### config.mk
export PLATFORM = sky130hd
export DESIGN_NAME = cassette_rec_flat
export DESIGN_NICKNAME = d
export VERILOG_FILES = /design/src/rtl/cassette_pkg.sv /design/src/rtl/cassette_rec_if.sv /design/src/rtl/cas_fsk_demod.sv /design/src/rtl/cassette_rec.sv /design/src/flat_wrapper.sv
export SDC_FILE = /design/constraint.sdc
export NUM_CORES = 1
export LEC_CHECK = 0
export ABC_CLOCK_PERIOD_IN_PS = 3200
export BUFFER_PORTS_ARGS = -buffer_cell sky130_fd_sc_hd__buf_2
export CAP_MARGIN = 25
export CORE_ASPECT_RATIO = 1.2
export CORE_MARGIN = 2
export CORE_UTILIZATION = 25
export CTS_CLUSTER_SIZE = 28
export DETAILED_ROUTE_END_ITERATION = 16
export GPL_ROUTABILITY_DRIVEN = 0
export PLACE_DENSITY = 0.5
export SLEW_MARGIN = 20
export SYNTH_ARGS = -nofsm -noshare
export SYNTH_HDL_FRONTEND = slang
export SYNTH_SLANG_ARGS = --single-unit
export TNS_END_PERCENT = 10
### constraint.sdc
create_clock -name clk -period 3.2 [get_ports clk]
set_input_delay 0 -clock clk [delete_from_list [all_inputs] [get_ports clk]]
set_output_delay 0 -clock clk [all_outputs]
set_load 0.01 [all_outputs]
### src/rtl/cassette_pkg.sv
// cassette_pkg: shared types and constants for the cassette recorder.
//   casState_e : framing FSM states (IDLE, HUNT, SYNC)
//   SYNC_BYTE  : leader byte that establishes byte alignment
//   PER_W      : width of the microsecond period counter
package cassette_pkg;

    typedef enum logic [1:0] {
        IDLE,
        HUNT,
        SYNC
    } casState_e;

    localparam logic [7:0] SYNC_BYTE = 8'h55;
    localparam int         PER_W     = 11;

endpackage

### src/rtl/cassette_rec_if.sv
// cassette_rec_if: control, audio input and SRAM write-port bundle of the
// cassette recorder.
//   en, clear, dac_in           : motor relay, synchronous clear, DAC sample
//   wr, wr_addr, wr_data, full  : single-cycle SRAM write port and full flag
//   synced, glitch              : framing status and rejected-edge pulse
// master drives the controls (system side), slave is the recorder itself.
interface cassette_rec_if;

    logic        en;
    logic        clear;
    logic [5:0]  dac_in;
    logic        wr;
    logic [15:0] wr_addr;
    logic [7:0]  wr_data;
    logic        full;
    logic        synced;
    logic        glitch;

    modport master (
        output en, clear, dac_in,
        input  wr, wr_addr, wr_data, full, synced, glitch
    );

    modport slave (
        input  en, clear, dac_in,
        output wr, wr_addr, wr_data, full, synced, glitch
    );

endinterface

### src/rtl/cas_fsk_demod.sv
// cas_fsk_demod: FSK bit recovery from the sound DAC.
//   clk, reset_n : system clock, asynchronous active-low reset
//   dac_in       : unsigned 6-bit DAC sample
//   rearm        : next rising edge only starts a measurement
//   bit_valid    : one-cycle strobe, bit_val holds the decoded bit
//   gap          : carrier lost (long period or timeout)
//   glitch       : rising edge rejected as too short
module cas_fsk_demod
    import cassette_pkg::*;
#(
    parameter int CLKS_PER_US = 57,
    parameter int MID         = 32,
    parameter int HYST        = 4,
    parameter int MIN_US      = 200,
    parameter int THRESH_US   = 625,
    parameter int MAX_US      = 1500
) (
    input  logic       clk,
    input  logic       reset_n,
    input  logic [5:0] dac_in,
    input  logic       rearm,
    output logic       bit_valid,
    output logic       bit_val,
    output logic       gap,
    output logic       glitch
);

    localparam int               PRE_W     = (CLKS_PER_US > 1) ? $clog2(CLKS_PER_US) : 1;
    localparam logic [PRE_W-1:0] PRE_LAST  = PRE_W'(CLKS_PER_US - 1);
    localparam logic [5:0]       CMP_HI    = 6'(MID + HYST);
    localparam logic [5:0]       CMP_LO    = 6'(MID - HYST);
    localparam logic [PER_W-1:0] MIN_P     = PER_W'(MIN_US);
    localparam logic [PER_W-1:0] THRESH_P  = PER_W'(THRESH_US);
    localparam logic [PER_W-1:0] MAX_P     = PER_W'(MAX_US);
    localparam logic [PER_W-1:0] TIMEOUT_P = PER_W'(MAX_US - 1);
    localparam logic [PER_W-1:0] PER_SAT   = '1;

    logic [PRE_W-1:0] preQ;
    logic [PER_W-1:0] perQ;
    logic             cmpQ;
    logic             cmpPrevQ;
    logic             firstEdgeQ;

    logic tick;
    logic rise;
    logic armed;
    logic timeout;
    logic shortP;
    logic longP;

    assign tick    = (preQ == PRE_LAST);
    assign rise    = cmpQ & ~cmpPrevQ;
    // A rearm request in the same cycle as a rise makes that rise the arming edge.
    assign armed   = ~(firstEdgeQ | rearm);
    // Fires once, on the tick that carries the counter up to MAX_US.
    assign timeout = tick & (perQ == TIMEOUT_P);
    assign shortP  = (perQ < MIN_P);
    assign longP   = (perQ >= MAX_P) | timeout;

    assign glitch    = rise & armed & shortP;
    assign gap       = timeout | (rise & armed & longP);
    assign bit_valid = rise & armed & ~shortP & ~longP;
    assign bit_val   = (perQ < THRESH_P);

    // Timebase, hysteresis comparator and period measurement. A rejected short
    // edge leaves the counter alone so the next real edge still sees the full
    // period measured from the last accepted edge.
    always_ff @(posedge clk or negedge reset_n) begin
        if (!reset_n) begin
            preQ       <= '0;
            perQ       <= '0;
            cmpQ       <= 1'b0;
            cmpPrevQ   <= 1'b0;
            firstEdgeQ <= 1'b1;
        end else begin
            preQ <= tick ? '0 : preQ + PRE_W'(1);

            if (dac_in >= CMP_HI) begin
                cmpQ <= 1'b1;
            end else if (dac_in <= CMP_LO) begin
                cmpQ <= 1'b0;
            end
            cmpPrevQ <= cmpQ;

            if (rise && !glitch) begin
                perQ <= '0;
            end else if (tick && perQ != PER_SAT) begin
                perQ <= perQ + PER_W'(1);
            end

            if (rise) begin
                firstEdgeQ <= 1'b0;
            end else if (rearm) begin
                firstEdgeQ <= 1'b1;
            end
        end
    end

endmodule

### src/rtl/cassette_rec.sv
// cassette_rec: records the CoCo cassette FSK stream into the .CAS SRAM.
//   clk, reset_n : system clock, asynchronous active-low reset
//   bus (slave)  : en/clear/dac_in in; wr/wr_addr/wr_data/full/synced/glitch out
// Bits arrive LSB first; a 0x55 leader byte establishes byte alignment and is
// itself recorded. Writes are single-cycle strobes, the address advancing the
// cycle after each strobe and sticking at 0xFFFF once the SRAM is full.
module cassette_rec
    import cassette_pkg::*;
#(
    parameter int CLKS_PER_US = 57,
    parameter int MID         = 32,
    parameter int HYST        = 4,
    parameter int MIN_US      = 200,
    parameter int THRESH_US   = 625,
    parameter int MAX_US      = 1500
) (
    input  logic           clk,
    input  logic           reset_n,
    cassette_rec_if.slave  bus
);

    casState_e   stateQ;
    logic [7:0]  shiftQ;
    logic [2:0]  bitCntQ;
    logic [15:0] addrQ;
    logic        fullQ;
    logic        wrQ;
    logic [7:0]  wrDataQ;
    logic        syncedQ;
    logic        glitchQ;
    logic        rearmQ;

    logic       bitValid;
    logic       bitVal;
    logic       gap;
    logic       demodGlitch;
    logic [7:0] shiftNext;

    cas_fsk_demod #(
        .CLKS_PER_US (CLKS_PER_US),
        .MID         (MID),
        .HYST        (HYST),
        .MIN_US      (MIN_US),
        .THRESH_US   (THRESH_US),
        .MAX_US      (MAX_US)
    ) u_demod (
        .clk       (clk),
        .reset_n   (reset_n),
        .dac_in    (bus.dac_in),
        .rearm     (rearmQ),
        .bit_valid (bitValid),
        .bit_val   (bitVal),
        .gap       (gap),
        .glitch    (demodGlitch)
    );

    assign shiftNext = {bitVal, shiftQ[7:1]};

    // Framing FSM with address/write logic. Entering HUNT clears the shift
    // register and rearms the demodulator, so alignment always starts from a
    // fresh run of edges. clear outranks every other event in its cycle.
    always_ff @(posedge clk or negedge reset_n) begin
        if (!reset_n) begin
            stateQ  <= IDLE;
            shiftQ  <= '0;
            bitCntQ <= '0;
            addrQ   <= '0;
            fullQ   <= 1'b0;
            wrQ     <= 1'b0;
            wrDataQ <= '0;
            syncedQ <= 1'b0;
            glitchQ <= 1'b0;
            rearmQ  <= 1'b0;
        end else begin
            wrQ     <= 1'b0;
            rearmQ  <= 1'b0;
            glitchQ <= demodGlitch;

            if (bus.clear) begin
                stateQ  <= IDLE;
                addrQ   <= '0;
                fullQ   <= 1'b0;
                syncedQ <= 1'b0;
                bitCntQ <= '0;
            end else begin
                if (wrQ) begin
                    if (addrQ == 16'hFFFF) begin
                        fullQ <= 1'b1;
                    end else begin
                        addrQ <= addrQ + 16'd1;
                    end
                end

                if (!bus.en) begin
                    stateQ  <= IDLE;
                    syncedQ <= 1'b0;
                    bitCntQ <= '0;
                end else begin
                    case (stateQ)
                        IDLE: begin
                            stateQ <= HUNT;
                            rearmQ <= 1'b1;
                            shiftQ <= '0;
                        end
                        HUNT: begin
                            if (gap) begin
                                rearmQ <= 1'b1;
                                shiftQ <= '0;
                            end else if (bitValid) begin
                                shiftQ <= shiftNext;
                                if (shiftNext == SYNC_BYTE) begin
                                    stateQ  <= SYNC;
                                    syncedQ <= 1'b1;
                                    bitCntQ <= '0;
                                    if (!fullQ) begin
                                        wrQ     <= 1'b1;
                                        wrDataQ <= shiftNext;
                                    end
                                end
                            end
                        end
                        SYNC: begin
                            if (gap) begin
                                stateQ  <= HUNT;
                                syncedQ <= 1'b0;
                                rearmQ  <= 1'b1;
                                shiftQ  <= '0;
                                bitCntQ <= '0;
                            end else if (bitValid) begin
                                shiftQ  <= shiftNext;
                                bitCntQ <= bitCntQ + 3'd1;
                                if (bitCntQ == 3'd7 && !fullQ) begin
                                    wrQ     <= 1'b1;
                                    wrDataQ <= shiftNext;
                                end
                            end
                        end
                        default: stateQ <= IDLE;
                    endcase
                end
            end
        end
    end

    assign bus.wr      = wrQ;
    assign bus.wr_addr = addrQ;
    assign bus.wr_data = wrDataQ;
    assign bus.full    = fullQ;
    assign bus.synced  = syncedQ;
    assign bus.glitch  = glitchQ;

endmodule
### src/flat_wrapper.sv
// flat-port wrapper written by rule: the top's interface ports become plain ports
module cassette_rec_flat import cassette_pkg::*;
#(
    parameter int CLKS_PER_US = 57,
    parameter int MID         = 32,
    parameter int HYST        = 4,
    parameter int MIN_US      = 200,
    parameter int THRESH_US   = 625,
    parameter int MAX_US      = 1500
)
  (clk, reset_n, bus_en, bus_clear, bus_dac_in, bus_wr, bus_wr_addr, bus_wr_data, bus_full, bus_synced, bus_glitch);
  cassette_rec_if bus_i ();
  input  logic clk;
  input  logic reset_n;
  input wire logic [$bits(bus_i.en)-1:0] bus_en;
  input wire logic [$bits(bus_i.clear)-1:0] bus_clear;
  input wire logic [$bits(bus_i.dac_in)-1:0] bus_dac_in;
  output wire logic [$bits(bus_i.wr)-1:0] bus_wr;
  output wire logic [$bits(bus_i.wr_addr)-1:0] bus_wr_addr;
  output wire logic [$bits(bus_i.wr_data)-1:0] bus_wr_data;
  output wire logic [$bits(bus_i.full)-1:0] bus_full;
  output wire logic [$bits(bus_i.synced)-1:0] bus_synced;
  output wire logic [$bits(bus_i.glitch)-1:0] bus_glitch;
  assign bus_i.en = bus_en;
  assign bus_i.clear = bus_clear;
  assign bus_i.dac_in = bus_dac_in;
  assign bus_wr = bus_i.wr;
  assign bus_wr_addr = bus_i.wr_addr;
  assign bus_wr_data = bus_i.wr_data;
  assign bus_full = bus_i.full;
  assign bus_synced = bus_i.synced;
  assign bus_glitch = bus_i.glitch;
  cassette_rec #(.CLKS_PER_US(CLKS_PER_US), .MID(MID), .HYST(HYST), .MIN_US(MIN_US), .THRESH_US(THRESH_US), .MAX_US(MAX_US)) u_core (.clk(clk), .reset_n(reset_n), .bus(bus_i));
endmodule
==> results of run 1 <==
==> cell families (layout without fill, tap and decap cells) <==
logic type,after synthesis,in the layout,share of synthesized area
AOI/OAI and AO/OA,63,63,0.1530
xor gates and xnor gates,22,22,0.06056
adders and majority gates,10,10,0.03932
buffers and inverters,22,71,0.02674
DFF,61,61,0.4801
muxes,11,11,0.04758
and+or+nand+nor,115,115,0.1927
==> layout by cell type (no fill, tap or decap), types with 2 or more instances in the layout <==
cell | netlist | final
dfrtp_1 | 60 | 60
nor2_1 | 41 | 41
buf_2 | 2 | 37
nand2_1 | 16 | 16
inv_1 | 13 | 13
a21oi_1 | 13 | 13
xnor2_1 | 12 | 12
nand3_1 | 11 | 11
a22o_1 | 11 | 11
xor2_1 | 10 | 10
o21ai_0 | 10 | 10
ha_1 | 10 | 10
nor3_1 | 9 | 9
clkbuf_16 | 0 | 9
mux2_4 | 8 | 8
nand4_1 | 7 | 7
or3_1 | 5 | 5
o21ai_1 | 4 | 4
and4_1 | 4 | 4
and3_1 | 4 | 4
o21a_1 | 3 | 3
nor2b_1 | 3 | 3
dlygate4sd3_1 | 0 | 3
nor4b_1 | 2 | 2
nor4bb_1 | 2 | 2
a211oi_1 | 2 | 2
nor4_1 | 2 | 2
mux2i_1 | 2 | 2
a2111oi_0 | 2 | 2
or2_2 | 2 | 2
bufinv_16 | 0 | 2
clkinv_2 | 0 | 2
buf_4 | 0 | 2
==> flip-flops by register name (all words and copies together) (netlist names), 2 cells and up <==
signal	cells
u_core.bus.wr_addr	16
u_core.stateQ	2
u_core.bus.wr_data	8
u_core.bitCntQ	3
u_core.shiftQ	7
u_core.u_demod.preQ	6
u_core.u_demod.perQ	11
==> per-layer routing <==
| metal | up-vias | part of all wire | wire, um | GRT usage |
|---|---|---|---|---|
| li1 | 1191 | - | - | - |
| met1 | 1157 | 0.46 | 3126 | 0.1238 |
| met2 | 44 | 0.49 | 3349 | 0.1840 |
| met3 | 9 | 0.037 | 254 | 0.03061 |
| met4 | 0 | 0.016 | 112 | 0.04584 |
| met5 | - | 0 | 0 | 0 |
==> critical path: cells and delay by family, from the launching register on <==
kind	cells	cell delay, ps
and+or+nand+nor	3	1090
DFF	1	480
AOI/OAI and AO/OA	2	390
muxes	1	340
==> final cells by class <==
type | instances | area share
tap | 164 | 0.05253
multi-input combinational | 221 | 0.4017
sequential | 61 | 0.3911
clock inverter | 6 | 0.02210
clock buffer | 10 | 0.06118
timing repair buffer | 42 | 0.05894
inverter | 13 | 0.01249
==> path summary, 6_finish.rpt <==
path                                                           from                               endpoint  slack [ps]  cells past startpoint
worst min-delay path                                  bus_dac_in[0]        u_core.u_demod.cmpQ$_DFFE_PN0P_          70                      4
worst min register to register      u_core.u_demod.cmpQ$_DFFE_PN0P_      u_core.u_demod.cmpPrevQ$_DFF_PN0_         450                      0
worst max register to register  u_core.u_demod.perQ[10]$_DFFE_PN0P_      u_core.bus.wr_data[1]$_DFFE_PN0P_         790                      6
worst max-delay path            u_core.u_demod.perQ[10]$_DFFE_PN0P_      u_core.bus.wr_data[1]$_DFFE_PN0P_         790                      6
max in group asynchronous                                   reset_n  u_core.u_demod.firstEdgeQ$_DFFE_PN1P_        1990                      3
min in group asynchronous                                   reset_n     u_core.bus.wr_addr[15]$_DFFE_PN0P_         330                      2
==> synthesized netlist by cell type (all sizes together) (4+ instances only) <==
master,count
dfrtp,60
a22o,11
inv,13
o21ai,14
mux2,9
nor3,9
nand4,7
nand2,16
and4,4
nand3,11
nor2,41
and3,4
ha,10
a21oi,13
clkbuf,7
xnor2,12
xor2,10
or3,5
==> metrics by stage <==
stage	worst slack (ps)	total power, uW	hold slack, ps
4_1_cts	773.7	1963	60.48
6_report	785.4	1919	72.11
2_1_floorplan	941.4	846.4	-295.6
3_3_place_gp	856.6	884.3	167.4
5_1_grt	613.6	2003	91.49
3_5_place_dp	795.0	886.1	169.8
==> power by group <==
group / internal [uW] / leakage (uW) / total (uW) / switching [uW]
Clock: 700 / 0.000158 / 1050 / 346
Combinational: 28.9 / 0.000765 / 81.6 / 52.7
Sequential: 784 / 0.000822 / 792 / 7.94
==> flow_metrics.env, run 1 <==
export IMPL_avgSynthCellArea_sq_um=10.47
export IMPL_synth_seq_cells=61
export IMPL_firstDrtPassIters=4
export IMPL_synthCells=304
export IMPL_cap_violations=0
export IMPL_fillCellCount=1294
export IMPL_final_cells=517
export IMPL_power_per_cell_area_nw_per_um2=491.4
export IMPL_hold_class="input port to flip-flop"
export IMPL_yosys_area_top_type="dfrtp_1"
export IMPL_finalSetupViolations=0
export IMPL_relSlewSlack=0.4173
export IMPL_status="finished clean"
export IMPL_die_y_um=127.6
export IMPL_placed_cells_incl_taps=498
export IMPL_crit_chain="or3_1 -> nor4_1 -> o21ai_1 -> nor3_1 -> o22ai_4 -> mux2_4"
export IMPL_tightest_slew_ps=874.0
export IMPL_die_area_sq_um=13650
export IMPL_coreArea_sq_um=12560
export IMPL_synth_ff_type="dfrtp_1"
export IMPL_clkTransAtPathRegs_ps=50
export IMPL_tritoncts="yes"
export IMPL_yosys_area_top_type_share=0.4719
export IMPL_cts_buffers_inserted=9
export IMPL_yosysSeqAreaShare=0.4801
export IMPL_antenna_found_initial=0
export IMPL_worst_ep_arrival_time_ps=2620
export IMPL_design_area_sq_um=3906
export IMPL_ant_nets=0
export IMPL_fin_crit_ps=2415
export IMPL_fin_crit_sh=0.7545
export IMPL_netlist_area_sq_um=3182
export IMPL_start_util=0.2534
export IMPL_peakVddDrop_mv=0.1849
export IMPL_cts_resized=0
export IMPL_critical_path_max_stage_delay_ps=480
export IMPL_hold_viol=0
export IMPL_finalWirelength_mm=6.842
export IMPL_cts_sinks=61
export IMPL_rsz0062_at_grt="no"
export IMPL_die_x_um=107.0
export IMPL_htreeDepth=3
export IMPL_area_growth_pct=22.77
export IMPL_overflow=0
export IMPL_io_pins=38
export IMPL_finalSetupTns_ps=0
export IMPL_timing_final_max_slew_violations=0
export IMPL_via_count=2401
export IMPL_skew_ps=6.451
export IMPL_io_buffers=37
export IMPL_antennaDiodeCount=0
export IMPL_postLayoutCoreUtil=0.3111
export IMPL_avgRoutedWirePerCell_um=13.23
export IMPL_placed_cell_area_sq_um=3551
export IMPL_grt_pass1_vias=2407
export IMPL_grt_use_total=0.1070
export IMPL_grt_max_degree=39
export IMPL_p_leak_uw=0.001746
export IMPL_synth_cell_types=56
export IMPL_syn_num_nets=324
export IMPL_clk_latency_ps=330
export IMPL_hpwlAfterDp_mm=4.935
export IMPL_worstSetupPathType="flip-flop to flip-flop"
export IMPL_start_kind="flip-flop"
export IMPL_ys_warn_count=0
export IMPL_regArea_sq_um=1528
export IMPL_grt_first_pass_wirelength_mm=11.51
export IMPL_drcViolationCount=0
export IMPL_synth_enable_flop_cells=0
export IMPL_drt_iter0_drc=138
export IMPL_row_count=45
export IMPL_holdBufCountCts=3
export IMPL_clk_path_buf_depth=2
export IMPL_drive_above_1_share=0.2096
export IMPL_ys_async_sr_fraction=1.000
export IMPL_cp_end_kind="flip-flop"
export IMPL_cp_slowest_cell="dfrtp_1"
export IMPL_max_freq_mhz=414.2
export IMPL_viasPerCell=4.644
export IMPL_cts_root_buf="clkbuf_16"
export IMPL_multi_input_area_sq_um=1569
export IMPL_path_max_fanout=10
export IMPL_ys_top_cells_by_area="dfrtp_1, nor2_1, ha_1"
export IMPL_required_ps=3410
export IMPL_post_cts_setup_buffers=0
export IMPL_fin_nets=368
(Power assumes the default switching activity.)
==> run 2: changes to the inputs <==
--- a/config.mk
+++ b/config.mk
@@ -5,7 +5,7 @@
 export SDC_FILE = /design/constraint.sdc
 export NUM_CORES = 1
 export LEC_CHECK = 0
-export ABC_CLOCK_PERIOD_IN_PS = 3200
+export ABC_CLOCK_PERIOD_IN_PS = 2300
 export BUFFER_PORTS_ARGS = -buffer_cell sky130_fd_sc_hd__buf_2
 export CAP_MARGIN = 25
 export CORE_ASPECT_RATIO = 1.2
==> constraint.sdc (replaced) <==
create_clock -name clk -period 2.3 [get_ports clk]
set_input_delay 0 -clock clk [delete_from_list [all_inputs] [get_ports clk]]
set_output_delay 0 -clock clk [all_outputs]
set_load 0.01 [all_outputs]
==> flow_metrics.env, run 2 (same netlist as run 1, synthesis figures left out) <==
export IMPL_worstSetupPathType="flip-flop to flip-flop"
export IMPL_cap_violations=0
export IMPL_grt_use_total=0.1110
export IMPL_viasPerCell=4.579
export IMPL_coreArea_sq_um=12560
export IMPL_p_leak_uw=0.001906
export IMPL_clk_path_buf_depth=2
export IMPL_skew_ps=9.682
export IMPL_largest_register_ffs=16
export IMPL_die_x_um=107.0
export IMPL_peakVddDrop_mv=0.3570
export IMPL_power_per_cell_area_nw_per_um2=634.3
export IMPL_ant_nets=0
export IMPL_relSlewSlack=0.4856
export IMPL_post_cts_setup_buffers=0
export IMPL_required_ps=2500
export IMPL_finalSetupTns_ps=0
export IMPL_start_kind="flip-flop"
export IMPL_drt_iter0_drc=116
export IMPL_drcViolationCount=0
export IMPL_fin_nets=402
export IMPL_avgRoutedWirePerCell_um=12.87
export IMPL_overflow=0
export IMPL_final_common_cell="dfrtp_1"
export IMPL_clkTransAtPathRegs_ps=60
export IMPL_fillCellCount=1276
export IMPL_start_util=0.2534
export IMPL_cts_root_buf="clkbuf_16"
export IMPL_fin_crit_sh=0.9659
export IMPL_firstDrtPassIters=4
export IMPL_drive_above_1_share=0.2997
export IMPL_max_freq_mhz=450.1
export IMPL_layout_common_cells="dfrtp_1, nor2_1, buf_2, buf_4, nand2_1"
export IMPL_path_max_fanout=8
export IMPL_placed_cells_incl_taps=530
export IMPL_fin_crit_ps=2222
export IMPL_htreeDepth=3
export IMPL_rsz0062_at_grt="yes"
export IMPL_grt_pass1_vias=2591
export IMPL_grt_max_degree=62
export IMPL_tritoncts="yes"
export IMPL_cts_buffers_inserted=9
export IMPL_worst_ep_arrival_time_ps=2430
export IMPL_status="finished clean"
export IMPL_finalWirelength_mm=7.093
export IMPL_antenna_found_initial=0
export IMPL_row_count=45
export IMPL_final_cells=551
export IMPL_die_area_sq_um=13650
export IMPL_io_pins=38
export IMPL_timing_final_max_slew_violations=0
export IMPL_hold_viol=0
export IMPL_whs_path_depth=4
export IMPL_io_buffers=37
export IMPL_antennaDiodeCount=0
export IMPL_cts_sinks=61
export IMPL_placed_cell_area_sq_um=3791
export IMPL_ff2ff_path_depth=6
export IMPL_hold_class="input port to flip-flop"
export IMPL_design_area_sq_um=4209
export IMPL_cp_end_kind="flip-flop"
export IMPL_finalSetupViolations=0
export IMPL_clk_latency_ps=320
export IMPL_tightest_slew_ps=771.7
export IMPL_via_count=2523
export IMPL_hpwlAfterDp_mm=5.185
export IMPL_area_growth_pct=32.28
export IMPL_die_y_um=127.6
export IMPL_grt_first_pass_wirelength_mm=12.19
## run 2: cell count changes in the layout (fill, tap and decap cells not counted), sizes merged
cell / previous run / this run
buf: 39 / 71
dlygate4sd3: 3 / 5
clkbuf: 10 / 9
clkinv: 3 / 2
clkinvlp: 1 / 2
inv: 13 / 14
## run 2: layer usage
layer	vias to the layer above	global-route usage	share of wire
met5	-	0	0
met4	0	0.03132	0.011
met3	7	0.03112	0.040
met2	50	0.1952	0.50
met1	1211	0.1321	0.45
li1	1255	-	-
## run 2: power by group
group	internal, uW	switching (uW)	total, uW	leakage, uW
clock	951	488	1440	0.000152
combinational	53.9	77.5	131	0.000932
sequential	1090	9.37	1100	0.000822
## run 2: cell type report
class,count,area [sq um],area share
repair buffers,76,490.5,0.1165
inverters,13,48.80,0.01159
well taps,164,205.2,0.04875
clock inverters,7,97.59,0.02319
multi-input cells,221,1614,0.3835
flip-flops and latches,61,1528,0.3630
clock buffers,9,225.2,0.05351
## run 2: worst paths after layout
check,to,from,slack (ps)
max,u_core.bus.wr_data[0]$_DFFE_PN0P_,u_core.u_demod.firstEdgeQ$_DFFE_PN1P_,80
max in group asynchronous,u_core.u_demod.perQ[9]$_DFFE_PN0P_,reset_n,1420
min,u_core.stateQ[1]$_DFFE_PN0P_,bus_en,160
min reg2reg,u_core.bus.wr_data[7]$_DFFE_PN0P_,u_core.bus.wr_data[7]$_DFFE_PN0P_,510
max reg2reg,u_core.bus.wr_data[0]$_DFFE_PN0P_,u_core.u_demod.firstEdgeQ$_DFFE_PN1P_,80
min in group asynchronous,u_core.bus.wr_addr[12]$_DFFE_PN0P_,reset_n,370
## run 2: through the flow
step | utilization | hold WS, ps | total power [uW] | setup WS, ps
final | 0.3352 | 164.3 | 2670 | 78.42
after global routing | 0.3352 | 175.0 | 2776 | -43.41
after CTS | 0.3317 | 138.8 | 2708 | 9.202
after detailed placement | 0.3019 | 219.3 | 1242 | 11.22
after global placement | 0.3019 | 218.5 | 1241 | 41.22
after floorplan | - | -295.6 | 1178 | 41.39
## run 2: critical path: stages (launching register included)
cell      delay [ps]
dfstp_2          380
or4b_4           550
a221oi_4         240
o211ai_4         150
nor4b_4          270
o22ai_4          180
mux2_4           330
## run 2: repair_timing
action,in CTS,in global routing
endpoints found under the setup margin,2,19
pin swaps,0,5
cloned,0,0
hold endpoints to repair,69,0
hold buffers,5,0
gates resized for setup,1,9
==> run 3: changes to the inputs <==
--- a/config.mk
+++ b/config.mk
@@ -5,6 +5,7 @@
 export SDC_FILE = /design/constraint.sdc
 export NUM_CORES = 1
 export LEC_CHECK = 0
+export ABC_AREA = 1
 export ABC_CLOCK_PERIOD_IN_PS = 2300
 export BUFFER_PORTS_ARGS = -buffer_cell sky130_fd_sc_hd__buf_2
 export CAP_MARGIN = 25
==> flow_metrics.env, run 3 <==
export IMPL_status="finished clean"
export IMPL_fin_crit_sh=0.9018
export IMPL_grt_first_pass_wirelength_mm=13.33
export IMPL_crit_family="buffers and inverters"
export IMPL_power_per_cell_area_nw_per_um2=616.3
export IMPL_crit_chain="o41ai_1 -> dlygate4sd3_1 -> o21ai_0 -> dlygate4sd3_1"
export IMPL_grt_use_total=0.1093
export IMPL_cts_sinks=61
export IMPL_grt_use_met1=0.1297
export IMPL_rr_startpoint="u_core.u_demod.cmpQ$_DFFE_PN0P_"
export IMPL_cp_slowest_cell="dlygate4sd3_1"
export IMPL_clk_latency_ps=330
export IMPL_drcViolationCount=0
export IMPL_hp_start="bus_en"
export IMPL_relSlewSlack=0.5872
export IMPL_startpoint="u_core.u_demod.cmpQ$_DFFE_PN0P_"
export IMPL_avgSynthCellArea_sq_um=8.118
export IMPL_start_util=0.2536
export IMPL_critical_path_max_stage_delay_ps=580
export IMPL_yosys_area_top_type="dfrtp_1"
export IMPL_timing_final_max_slew_violations=0
export IMPL_final_cells=658
export IMPL_start_kind="flip-flop"
export IMPL_via_count=2978
export IMPL_drive_above_1_share=0.2115
export IMPL_synth_ff_type="dfrtp_1"
export IMPL_synth_enable_flop_cells=0
export IMPL_p_leak_uw=0.002000
export IMPL_ys_async_sr_fraction=1.000
export IMPL_overflow=0
export IMPL_ant_nets=0
export IMPL_io_pins=38
export IMPL_layout_common_cells="nand2_1, dfrtp_1, inv_1, nor2_1, nand3_1"
export IMPL_final_common_cell="nand2_1"
export IMPL_firstDrtPassIters=4
export IMPL_cap_violations=0
export IMPL_finalSetupViolations=0
export IMPL_yosys_top_cells_count="nand2_1, dfrtp_1, inv_1"
export IMPL_netlist_area_sq_um=3475
export IMPL_whs_path_depth=5
export IMPL_die_area_sq_um=14860
export IMPL_clkTransAtPathRegs_ps=50
export IMPL_required_ps=2510
export IMPL_avgRoutedWirePerCell_um=11.91
export IMPL_row_count=47
export IMPL_finalWirelength_mm=7.835
export IMPL_grt_pass1_vias=2916
export IMPL_ys_warn_count=0
export IMPL_hold_viol=0
export IMPL_antenna_found_initial=0
export IMPL_largest_register_ffs=16
export IMPL_skew_ps=7.871
export IMPL_path_max_fanout=4
export IMPL_yosysMostFrequentCell="nand2_1"
export IMPL_viasPerCell=4.526
export IMPL_synth_cell_types=40
export IMPL_rsz0062_at_grt="no"
export IMPL_htreeDepth=3
export IMPL_antennaDiodeCount=0
export IMPL_crit_buf_inv=2
export IMPL_hold_class="input port to flip-flop"
export IMPL_grt_max_degree=28
export IMPL_cp_end_kind="flip-flop"
export IMPL_top_usage_layer="met2"
export IMPL_placed_cells_incl_taps=637
export IMPL_post_cts_setup_buffers=0
export IMPL_cts_root_buf="clkbuf_16"
export IMPL_cts_buffers_inserted=9
export IMPL_worstSetupPathType="flip-flop to flip-flop"
export IMPL_synth_seq_cells=61
export IMPL_die_y_um=133.1
export IMPL_max_freq_mhz=482.1
export IMPL_critPathMostFrequentCell="dlygate4sd3_1"
export IMPL_io_buffers=37
export IMPL_cp_depth=4
export IMPL_area_growth_pct=21.50
export IMPL_tritoncts="yes"
export IMPL_ff2ff_path_depth=4
export IMPL_clk_path_buf_depth=2
export IMPL_syn_num_nets=448
export IMPL_drt_iter0_drc=233
export IMPL_fin_nets=502
export IMPL_coreArea_sq_um=13700
export IMPL_yosys_area_top_type_share=0.4321
export IMPL_grtUsageMet3=0.02821
export IMPL_met2_usage=0.1872
export IMPL_hpwlAfterDp_mm=5.946
export IMPL_tightest_slew_ps=619.2
export IMPL_die_x_um=111.6
export IMPL_worst_ep_arrival_time_ps=2280
export IMPL_fin_crit_ps=2074
export IMPL_synthCells=428
export IMPL_peakVddDrop_mv=0.3447
export IMPL_yosysSeqAreaShare=0.4397
export IMPL_finalSetupTns_ps=0
export IMPL_ys_top_cells_by_area="dfrtp_1, nand2_1, nand3_1"
## run 3: worst paths after layout
| kind | endpoint | slack, ps |
|---|---|---|
| worst max-delay path | u_core.u_demod.cmpQ$_DFFE_PN0P_ | 230 |
| worst min-delay path | u_core.bus.wr$_DFF_PN0_ | 180 |
| worst max register to register | u_core.u_demod.cmpQ$_DFFE_PN0P_ | 230 |
| worst min register to register | u_core.u_demod.cmpPrevQ$_DFF_PN0_ | 440 |
| max in group asynchronous | u_core.u_demod.firstEdgeQ$_DFFE_PN1P_ | 1340 |
| min in group asynchronous | u_core.bus.wr_addr[6]$_DFFE_PN0P_ | 220 |
## run 3: through the flow
step	instance area [sq um]	hold slack (ps)	total power [uW]	setup WS, ps	utilization
floorplan	3475	-295.6	1219	613.5	-
finish	4222	184.4	2602	225.8	0.3081
global placement	3877	49.51	1282	507.5	0.2830
global route	4222	223.4	2719	142.2	0.3081
CTS	4222	183.6	2647	233.1	0.3081
detailed placement	3877	50.40	1285	497.7	0.2830
## run 3: kinds of logic after synthesis
group           Yosys count  synth area share
simple gates            245            0.3540
flops                    61            0.4397
buf+inv                  57           0.06554
compound gates           45           0.07958
xor+xnor                 10           0.02521
fa+ha+maj                10           0.03601
## run 3: tightest hold or removal path, delay by kind of cell
kind                   cells  cell delay [ps]
AO/OA/AOI/OAI              1               40
AND/OR/NAND/NOR            3              340
buffers and inverters      1              100
## run 3: timing repair
item | CTS | global route
hold buffers | 5 | 0
endpoints found under the hold margin | 28 | 0
gates resized for setup | 0 | 0
## run 3: layer usage
metal  routed length [um]  vias to the layer above
met5                    0                        -
met4                  167                        0
met3                  326                       17
met2                 3937                       67
met1                 3403                     1393
li1                     -                     1501
## run 3: cell type report
| class | count | area [sq um] |
|---|---|---|
| clock inverters | 4 | 47.55 |
| well taps | 171 | 214.0 |
| fillers | 1474 | 9480 |
| flip-flops and latches | 61 | 1528 |
| clock buffers | 12 | 246.5 |
| repair buffers | 45 | 257.7 |
| inverters | 55 | 209.0 |
| multi-input cells | 310 | 1719 |
## run 3: where the power goes
part	switching (uW)	internal, uW
Combinational	110	52.0
Sequential	10.1	1100
Clock	468	864
Total	588	2010
